$ cat src/rtl/mul_div_unit_pkg.sv
// Shared definitions for the iterative RV32M multiply/divide unit:
// funct3 op encodings, FSM state type and operand signedness helpers.
package mul_div_unit_pkg;

  localparam int MDU_WIDTH = 32;

  localparam logic [2:0] OP_MUL    = 3'd0;
  localparam logic [2:0] OP_MULH   = 3'd1;
  localparam logic [2:0] OP_MULHSU = 3'd2;
  localparam logic [2:0] OP_MULHU  = 3'd3;
  localparam logic [2:0] OP_DIV    = 3'd4;
  localparam logic [2:0] OP_DIVU   = 3'd5;
  localparam logic [2:0] OP_REM    = 3'd6;
  localparam logic [2:0] OP_REMU   = 3'd7;

  typedef enum logic [1:0] {IDLE, RUN, FIX, DONE} state_t;

  function automatic logic op_a_signed(input logic [2:0] op);
    return (op == OP_MULH) || (op == OP_MULHSU) || (op == OP_DIV) || (op == OP_REM);
  endfunction

  function automatic logic op_b_signed(input logic [2:0] op);
    return (op == OP_MULH) || (op == OP_DIV) || (op == OP_REM);
  endfunction

endpackage

$ cat src/rtl/mul_div_signfix.sv
// FIX-stage combinational block: applies sign correction and the RISC-V
// divide special cases to the raw magnitude datapath, then selects the result.
module mul_div_signfix
  import mul_div_unit_pkg::*;
#(
  parameter int WIDTH = MDU_WIDTH
) (
  input  logic [2:0]         op,
  input  logic [2*WIDTH-1:0] raw,
  input  logic               neg_res,
  input  logic               neg_rem,
  input  logic               div_zero,
  input  logic               div_ovf,
  output logic [WIDTH-1:0]   result
);

  logic [2*WIDTH-1:0] prod;
  logic [WIDTH-1:0]   quo;
  logic [WIDTH-1:0]   rem;

  // raw holds {remainder, quotient} for divides and the full product for multiplies
  always_comb begin
    prod = neg_res ? -raw : raw;
    if (div_zero)     quo = '1;
    else if (div_ovf) quo = {1'b1, {(WIDTH-1){1'b0}}};
    else if (neg_res) quo = -raw[WIDTH-1:0];
    else              quo = raw[WIDTH-1:0];
    if (div_ovf)      rem = '0;
    else if (neg_rem) rem = -raw[2*WIDTH-1:WIDTH];
    else              rem = raw[2*WIDTH-1:WIDTH];

    result = '0;
    case (op)
      OP_MUL:    result = prod[WIDTH-1:0];
      OP_MULH:   result = prod[2*WIDTH-1:WIDTH];
      OP_MULHSU: result = prod[2*WIDTH-1:WIDTH];
      OP_MULHU:  result = prod[2*WIDTH-1:WIDTH];
      OP_DIV:    result = quo;
      OP_DIVU:   result = quo;
      OP_REM:    result = rem;
      OP_REMU:   result = rem;
    endcase
  end

endmodule

$ cat src/rtl/mul_div_unit.sv
// Iterative RV32M multiply/divide unit: radix-2 shift-add multiply and restoring
// divide on operand magnitudes, fixed latency, sign fix-up in a final FIX cycle.
module mul_div_unit
  import mul_div_unit_pkg::*;
#(
  parameter int WIDTH = MDU_WIDTH,
  parameter int CNT_W = 6
) (
  input  logic             clk,
  input  logic             rst,
  input  logic             start,
  input  logic             kill,
  input  logic [2:0]       op,
  input  logic [WIDTH-1:0] a,
  input  logic [WIDTH-1:0] b,
  input  logic [4:0]       rd_in,
  output logic             busy,
  output logic             done,
  output logic [WIDTH-1:0] result,
  output logic [4:0]       rd_out
);

  localparam logic [CNT_W-1:0] LAST_ITER = CNT_W'(WIDTH - 1);
  localparam logic [WIDTH-1:0] MIN_NEG   = {1'b1, {(WIDTH-1){1'b0}}};

  state_t             state;
  logic [CNT_W-1:0]   cnt;
  logic [2*WIDTH-1:0] acc;
  logic [2*WIDTH-1:0] acc_next;
  logic [WIDTH-1:0]   bmag;
  logic [2:0]         op_q;
  logic [4:0]         rd_q;
  logic               neg_res, neg_rem, div_zero, div_ovf;

  logic               a_neg, b_neg, in_zero, in_ovf;
  logic [WIDTH-1:0]   a_mag, b_mag;
  logic [WIDTH:0]     sum, rem_sh, diff;
  logic [WIDTH-1:0]   fix_result;

  always_comb begin
    a_neg   = op_a_signed(op) & a[WIDTH-1];
    b_neg   = op_b_signed(op) & b[WIDTH-1];
    a_mag   = a_neg ? -a : a;
    b_mag   = b_neg ? -b : b;
    in_zero = (b == '0);
    in_ovf  = ((op == OP_DIV) || (op == OP_REM)) && (a == MIN_NEG) && (b == '1);
  end

  // Multiply: acc = {partial hi, multiplier}, shifted right each step.
  // Divide:   acc = {remainder, dividend/quotient}, shifted left each step.
  always_comb begin
    sum    = {1'b0, acc[2*WIDTH-1:WIDTH]} + ({1'b0, bmag} & {(WIDTH+1){acc[0]}});
    rem_sh = acc[2*WIDTH-1:WIDTH-1];
    diff   = rem_sh - {1'b0, bmag};
    if (op_q[2]) begin
      if (!diff[WIDTH]) acc_next = {diff[WIDTH-1:0], acc[WIDTH-2:0], 1'b1};
      else              acc_next = {rem_sh[WIDTH-1:0], acc[WIDTH-2:0], 1'b0};
    end else begin
      acc_next = {sum, acc[WIDTH-1:1]};
    end
  end

  mul_div_signfix #(.WIDTH(WIDTH)) u_signfix (
    .op       (op_q),
    .raw      (acc),
    .neg_res  (neg_res),
    .neg_rem  (neg_rem),
    .div_zero (div_zero),
    .div_ovf  (div_ovf),
    .result   (fix_result)
  );

  always_ff @(posedge clk or negedge rst) begin
    if (!rst) begin
      state    <= IDLE;
      cnt      <= '0;
      acc      <= '0;
      bmag     <= '0;
      op_q     <= '0;
      rd_q     <= '0;
      neg_res  <= 1'b0;
      neg_rem  <= 1'b0;
      div_zero <= 1'b0;
      div_ovf  <= 1'b0;
      busy     <= 1'b0;
      done     <= 1'b0;
      result   <= '0;
      rd_out   <= '0;
    end else begin
      case (state)
        IDLE: begin
          done <= 1'b0;
          if (start && !kill) begin
            acc      <= {{WIDTH{1'b0}}, a_mag};
            bmag     <= b_mag;
            op_q     <= op;
            rd_q     <= rd_in;
            neg_res  <= a_neg ^ b_neg;
            neg_rem  <= a_neg;
            div_zero <= in_zero;
            div_ovf  <= in_ovf;
            cnt      <= '0;
            busy     <= 1'b1;
            state    <= RUN;
          end
        end
        RUN: begin
          if (kill) begin
            busy  <= 1'b0;
            state <= IDLE;
          end else begin
            acc <= acc_next;
            cnt <= cnt + 1'b1;
            if (cnt == LAST_ITER) state <= FIX;
          end
        end
        FIX: begin
          busy <= 1'b0;
          if (kill) begin
            state <= IDLE;
          end else begin
            result <= fix_result;
            rd_out <= rd_q;
            done   <= 1'b1;
            state  <= DONE;
          end
        end
        DONE: begin
          done  <= 1'b0;
          state <= IDLE;
        end
        default: state <= IDLE;
      endcase
    end
  end

endmodule
$ cat config.mk
export PLATFORM = sky130hd
export DESIGN_NAME = mul_div_unit
export DESIGN_NICKNAME = d
export VERILOG_FILES = /design/src/rtl/mul_div_unit_pkg.sv /design/src/rtl/mul_div_signfix.sv /design/src/rtl/mul_div_unit.sv
export SDC_FILE = /design/constraint.sdc
export NUM_CORES = 1
export LEC_CHECK = 0
export CAP_MARGIN = 20
export CORE_MARGIN = 4
export CORE_UTILIZATION = 35
export DETAILED_ROUTE_END_ITERATION = 8
export SYNTH_ARGS = -nofsm -noshare
export SYNTH_HDL_FRONTEND = slang
export SYNTH_SLANG_ARGS = --single-unit
$ cat constraint.sdc
create_clock -name clk -period 7.7 [get_ports clk]
set_clock_uncertainty 0.1 [all_clocks]
set_input_delay 1.155 -clock clk [delete_from_list [all_inputs] [get_ports clk]]
set_output_delay 1.155 -clock clk [all_outputs]
set_load 0.02 [all_outputs]
# After elaboration in Yosys (flattened, before gate mapping)
# Index checks and enable logic that the tools add are counted.
[op_classes] addsub=8 n_mux=27 magnitude_cmp=0 mul=0 eq_ne=22 bitwise=5 n_reduce_logical=26 shift=0 n_div=0
[op_table] op="64-bit 2-to-1 mux" count=5
[op_table] op="32-bit 2-to-1 mux" count=7
[op_table] op="32-bit negation" count=4
[op_table] op="32-bit case mux with 4 select lines" count=1
[op_table] op="64-bit case mux with 2 select lines" count=1
[op_table] op="32-bit == test (second input constant)" count=2
[op_table] op="64-bit negation" count=1
[op_table] op="32-bit by 33-bit adder with 33-bit output" count=1
[op_table] op="32-bit by 33-bit AND with 33-bit output" count=1
[op_table] op="33-bit by 32-bit subtractor with 33-bit output" count=1
[op_table] op="32-bit zero test" count=1
[op_table] op="3-bit == test (second input constant)" count=6
[op_table] op="6-bit 2-to-1 mux" count=2
[op_table] op="6-bit case mux with 2 select lines" count=1
[op_table] op="3-bit by 2-bit == test with 1-bit output (second input constant)" count=3
[op_table] op="2-bit 2-to-1 mux" count=4
[op_table] op="2-bit inequality test (second input constant)" count=4
[op_table] op="2-bit case mux with 4 select lines" count=1
[op_table] op="2-bit AND reduction" count=4
[op_table] op="6-bit by 1-bit adder with 6-bit output (second input constant)" count=1
[op_table] op="3-bit by 1-bit == test with 1-bit output (second input constant)" count=2
[op_table] op="6-bit by 5-bit == test with 1-bit output (second input constant)" count=1
[op_table] op="1-bit logical OR" count=6
[op_table] op="3-bit AND reduction" count=2
[op_table] op="other kinds (17)" count=26
[totals] ramBits=0 n_memories=0 inputBits=76 mem_bits_ro=0 word_cells=102 latch_bits=0 reg_bits=155

# Depth between registers and ports, before layout
[depth] depth_word=8 ltp_mapped=15 depth_no_buf=14

# By module
# From an unflattened synthesis, not the netlist that was laid out.
[unflattened] cells_unflattened=1875 hier_area_um2=14885.5
[by_module_without_submodules] mod="mul_div_unit" seq_area_each_um2=3878.7 n_inst=1 area_each_um2=11818.8 cells_each=1374
[by_module_without_submodules] mod="mul_div_signfix" seq_area_each_um2=0.0 n_inst=1 area_each_um2=3066.7 cells_each=501

# Least setup slack after synthesis
# No wires, ideal clock.
[synth_path] kind="input port to flip-flop" from="input port a[5]" to="register acc[30]" cell_stages=10 slack_ns=4.013 n_path_buf=0 arrival_time_ns=3.454 path_cell_list="or4_1 > nor4_1 > and2_1 > nand2_1 > or4_1 > nor2_1 > a21oi_1 > xor2_1 > o21ai_0 > o21ai_0"
[synth_between] elab_chain_cells=4
[synth_lines] item="from (decl)" line="mul_div_unit.sv:14" rtl="input logic [WIDTH-1:0] a,"
[synth_lines] item="32-bit negation" line="mul_div_unit.sv:43" rtl="a_mag = a_neg ? -a : a;"
[synth_lines] item="32-bit 2-to-1 mux" line="mul_div_unit.sv:43"
[synth_lines] item="64-bit 2-to-1 mux" line="mul_div_unit.sv:93" rtl="if (start && !kill) begin"
[synth_lines] item="64-bit case mux with 2 select lines" line="mul_div_unit.sv:90" rtl="case (state)"
[synth_lines] item="to (signal assigned)" line="mul_div_unit.sv:94" rtl="acc <= {{WIDTH{1'b0}}, a_mag};"
[synth_lines] item="to (signal assigned)" line="mul_div_unit.sv:112" rtl="acc <= acc_next;"
[synth_lines] item="to (decl)" line="mul_div_unit.sv:28" rtl="logic [2*WIDTH-1:0] acc;"
# Every way passes these cells. The select of a mux whose other input is x is not followed.
# A chain may end at the register's enable or synchronous reset.

# Worst setup path in the final report
[layout_path] from="register acc[32]" to="register acc[43]"
[layout_between] elab_chain_cells=5
[layout_lines] item="33-bit by 32-bit subtractor with 33-bit output" line="mul_div_unit.sv:54" rtl="diff = rem_sh - {1'b0, bmag};"
[layout_lines] item="64-bit 2-to-1 mux" line="mul_div_unit.sv:56" rtl="if (!diff[WIDTH]) acc_next = {diff[WIDTH-1:0], acc[WIDTH-2:0], 1'b1};"
[layout_lines] item="64-bit 2-to-1 mux (*)" line="mul_div_unit.sv:55" rtl="if (op_q[2]) begin"
[layout_lines] item="64-bit 2-to-1 mux (*)" line="mul_div_unit.sv:108" rtl="if (kill) begin"
[layout_lines] item="64-bit case mux with 2 select lines (*)" line="mul_div_unit.sv:90"
# Every way passes the cells marked *; elsewhere a longest branch is shown, timed or not. The select of a mux whose other input is x is not followed.

==> results.json <==
{
  "ys_warn_count": 0,
  "max_stage_delay_ns": 0.56,
  "initial_core_util": 0.354,
  "grt_pass1_vias": 13500,
  "hp-start": "rd_q[3]$_DFFE_PN0P_",
  "seq_area_frac_synth": 0.269,
  "outcome": "finished clean",
  "antenna_found_initial": 0,
  "drv_slew": 0,
  "reg2regPathDepth": 13,
  "synth_cell_types": 68,
  "syn_area_per_cell_um2": 7.57,
  "drc": 0,
  "cp.arrival_ns": 4.33,
  "cts_setup_buffers": 0,
  "critPathMaxFanout": 44,
  "cp-start-kind": "flip-flop",
  "clk_transition_reported_paths_ns": 0.06,
  "clock_latency_ns": 0.45,
  "crit_slowest_cell": "dfrtp_1",
  "power_density_mw_per_mm2": 439,
  "wl_per_cell_um": 20.3,
  "cp-end-kind": "flip-flop",
  "ant_nets": 0,
  "post-place-cells": 2452,
  "hold_viol": 0,
  "power_w": 0.00731,
  "hold_slack_ns": 0.364,
  "hold-path-endpoint": "rd_out[3]$_DFFE_PN0P_",
  "cp.buffers_inverters": 2,
  "drive_gt1_frac": 0.0420,
  "cts_made_buffers": 17,
  "grt_max_degree": 87,
  "rrSetupSlack_ns": 3.56,
  "vias_per_cell": 5.79,
  "regArea_mm2": 0.00388,
  "min_path_cells": 2,
  "gp_congestion": 0.984,
  "setup_viol": 0,
  "period_share": 0.538,
  "tns_ns": 0,
  "post-route-min-period_ns": 4.14,
  "dr.pass1.iters": 5,
  "dieArea_mm2": 0.0446,
  "grt_overflow": 0,
  "max_freq_ghz": 0.242,
  "synth_top_cell_by_area": "dfrtp_1",
  "path_depth": 13,
  "ctsLongestPathBuffers": 2,
  "wl_um": 50400,
  "areaGrowthSynthToFinish_pct": 15.2,
  "ctsResizeCount": 0,
  "fillers": 4161,
  "syn_nets": 2058,
  "std_cell_rows": 74,
  "cp_top_family": "compound AO/OA/AOI/OAI gates",
  "cap_violations": 0,
  "crit_type": "reg2reg",
  "synth_area_leaders": "dfrtp_1 (27%), o21ai_0 (7.1%), nand2_1 (6.4%)",
  "cp_common_cell": "a211o_1",
  "die_x_um": 211,
  "cp.required_ns": 7.89,
  "power.leakage_nw": 7.01,
  "synth_edf_count": 0,
  "cts_tree": "built",
  "fin_nets": 2092,
  "async_flop_share": 1.00,
  "synthFlopType": "dfrtp_1",
  "maxSlewHeadroom": 0.345,
  "synth_most_common_cell": "nand2_1",
  "synth-seq-cells": 155,
  "reg2reg_to": "acc[43]$_DFFE_PN0P_",
  "track_usage": 0.221,
  "core-area_mm2": 0.0408,
  "yosys-top-cells-count": "nand2_1 (248), o21ai_0 (204), nor2_1 (175)",
  "grt_pass1_wl_um": 78200,
  "htree_levels": 4,
  "crit_chain": "inv_1 > fa_1 > nand2b_1 > a21o_1 > a211o_1 > a211o_1 > nand4_1 > a21oi_1 > xnor2_2 > buf_4 > mux2_2 > nand2_1 > o311ai_0",
  "portBuffers": 114,
  "ioPinCount": 115,
  "num_vias": 14400,
  "antenna_cells": 0,
  "fin_cells": 2486,
  "hp-class": "reg2reg",
  "worstMarginPinSlew_ns": 0.980,
  "multi_input_area_mm2": 0.00987,
  "synth_cells": 1907,
  "r2r_start": "acc[32]$_DFFE_PN0P_",
  "synth_top_area_frac": 0.269,
  "netlist_area_mm2": 0.0144,
  "rsz0062_at_grt": "false",
  "hpwl_um": 38200,
  "numClockSinks": 155,
  "die_h_um": 211,
  "holdBufCountCts": 0,
  "drtIter0Drc": 1304,
  "ir_worst_vdd_mv": 0.253,
  "cts_root_buf": "clkbuf_16"
}
[layer usage]
metal	vias up	track usage	routed length (um)
met5	-	0	0
met2	484	0.346	22400
li1	6938	-	-
met1	6893	0.318	23600
met4	0	0.0615	1260
met3	76	0.0318	3140
[report_power, final]
group          total (W)  internal (W)  switching [W]
logic            0.00478       0.00182        0.00297
clock network   0.000917      0.000559       0.000357
registers        0.00161       0.00109       0.000517
total            0.00731       0.00346        0.00384
[registers in the layout, summed over array words and instances (netlist names)]
register / count
rd_q: 5
cnt: 6
bmag: 32
acc: 64
op_q: 3
result: 32
busy: 1
state: 2
div_zero: 1
neg_rem: 1
neg_res: 1
rd_out: 5
div_ovf: 1
done: 1
[metrics by stage]
stage	cell area [um^2]	setup slack, ns	util
floorplan	14400	4.01	-
global placement	15900	3.14	0.390
detailed placement	16000	3.10	0.391
CTS	16600	3.13	0.407
global route	16600	3.32	0.408
finish	16600	3.56	0.408
[cell type report]
class	instances	share of cell area
Timing Repair Buffer	131	0.0790
Inverter	74	0.0167
Clock buffer	21	0.0277
Multi-Input combinational cell	1562	0.593
Tap cell	532	0.0400
Sequential cell	155	0.233
Clock inverter	11	0.0102
[worst max-delay path by stage]
stage | startpoint | to | slack [ns]
after CTS | acc[0]$_DFFE_PN0P_ | result[4]$_DFFE_PN0P_ | 3.13
after detailed placement | a[5] | acc[30]$_DFFE_PN0P_ | 3.10
after floorplan | a[5] | acc[30]$_DFFE_PN0P_ | 4.01
after global routing | a[5] | acc[30]$_DFFE_PN0P_ | 3.32
after global placement | a[5] | acc[30]$_DFFE_PN0P_ | 3.14
final | acc[32]$_DFFE_PN0P_ | acc[43]$_DFFE_PN0P_ | 3.56
[kinds of logic (layout without fill, tap and decap cells)]
family / Yosys count / in the layout / share of synthesized area
flip-flops: 155 / 155 / 0.269
multiplexers: 64 / 64 / 0.0453
AO/OA/AOI/OAI: 593 / 593 / 0.254
buffers and inverters: 190 / 237 / 0.0496
XOR/XNOR: 177 / 177 / 0.107
adder cells (fa/ha/maj): 75 / 75 / 0.0660
AND/OR/NAND/NOR: 653 / 653 / 0.209
[cells in the final DEF, fill, tap and decap left out, types with 7 or more instances in the layout]
| cell | count |
|---|---|
| a21o_1 | 27 |
| o211ai_1 | 12 |
| nand4_1 | 26 |
| or3_1 | 26 |
| dfrtp_1 | 154 |
| nand2b_1 | 27 |
| nor3_1 | 39 |
| o41ai_1 | 11 |
| a21oi_1 | 140 |
| and2_1 | 7 |
| mux2_2 | 11 |
| or4_1 | 12 |
| ha_1 | 72 |
| clkbuf_16 | 17 |
| inv_1 | 73 |
| buf_4 | 14 |
| o21a_1 | 12 |
| nor2b_1 | 14 |
| nand3_1 | 25 |
| xnor2_1 | 98 |
| a221oi_1 | 17 |
| o31ai_1 | 27 |
| clkdlybuf4s50_1 | 113 |
| o21ai_0 | 203 |
| nor2_1 | 172 |
| nor4_1 | 22 |
| a31oi_1 | 20 |
| a22oi_1 | 22 |
| o221ai_1 | 10 |
| mux2i_1 | 53 |
| a211oi_1 | 16 |
| o22ai_1 | 16 |
| xor2_1 | 78 |
| nand2_1 | 248 |
[worst register-to-register path, delay by kind of cell (launching register included)]
family                   cells  cell delay (ns)
AND/OR/NAND/NOR              3             0.42
flip-flops                   1             0.56
buffers and inverters        2             0.70
XOR/XNOR                     1             0.14
adder cells (fa/ha/maj)      1             0.45
AO/OA/AOI/OAI                5             1.17
multiplexers                 1             0.44
Note: power is estimated with default switching activity, not from simulation.
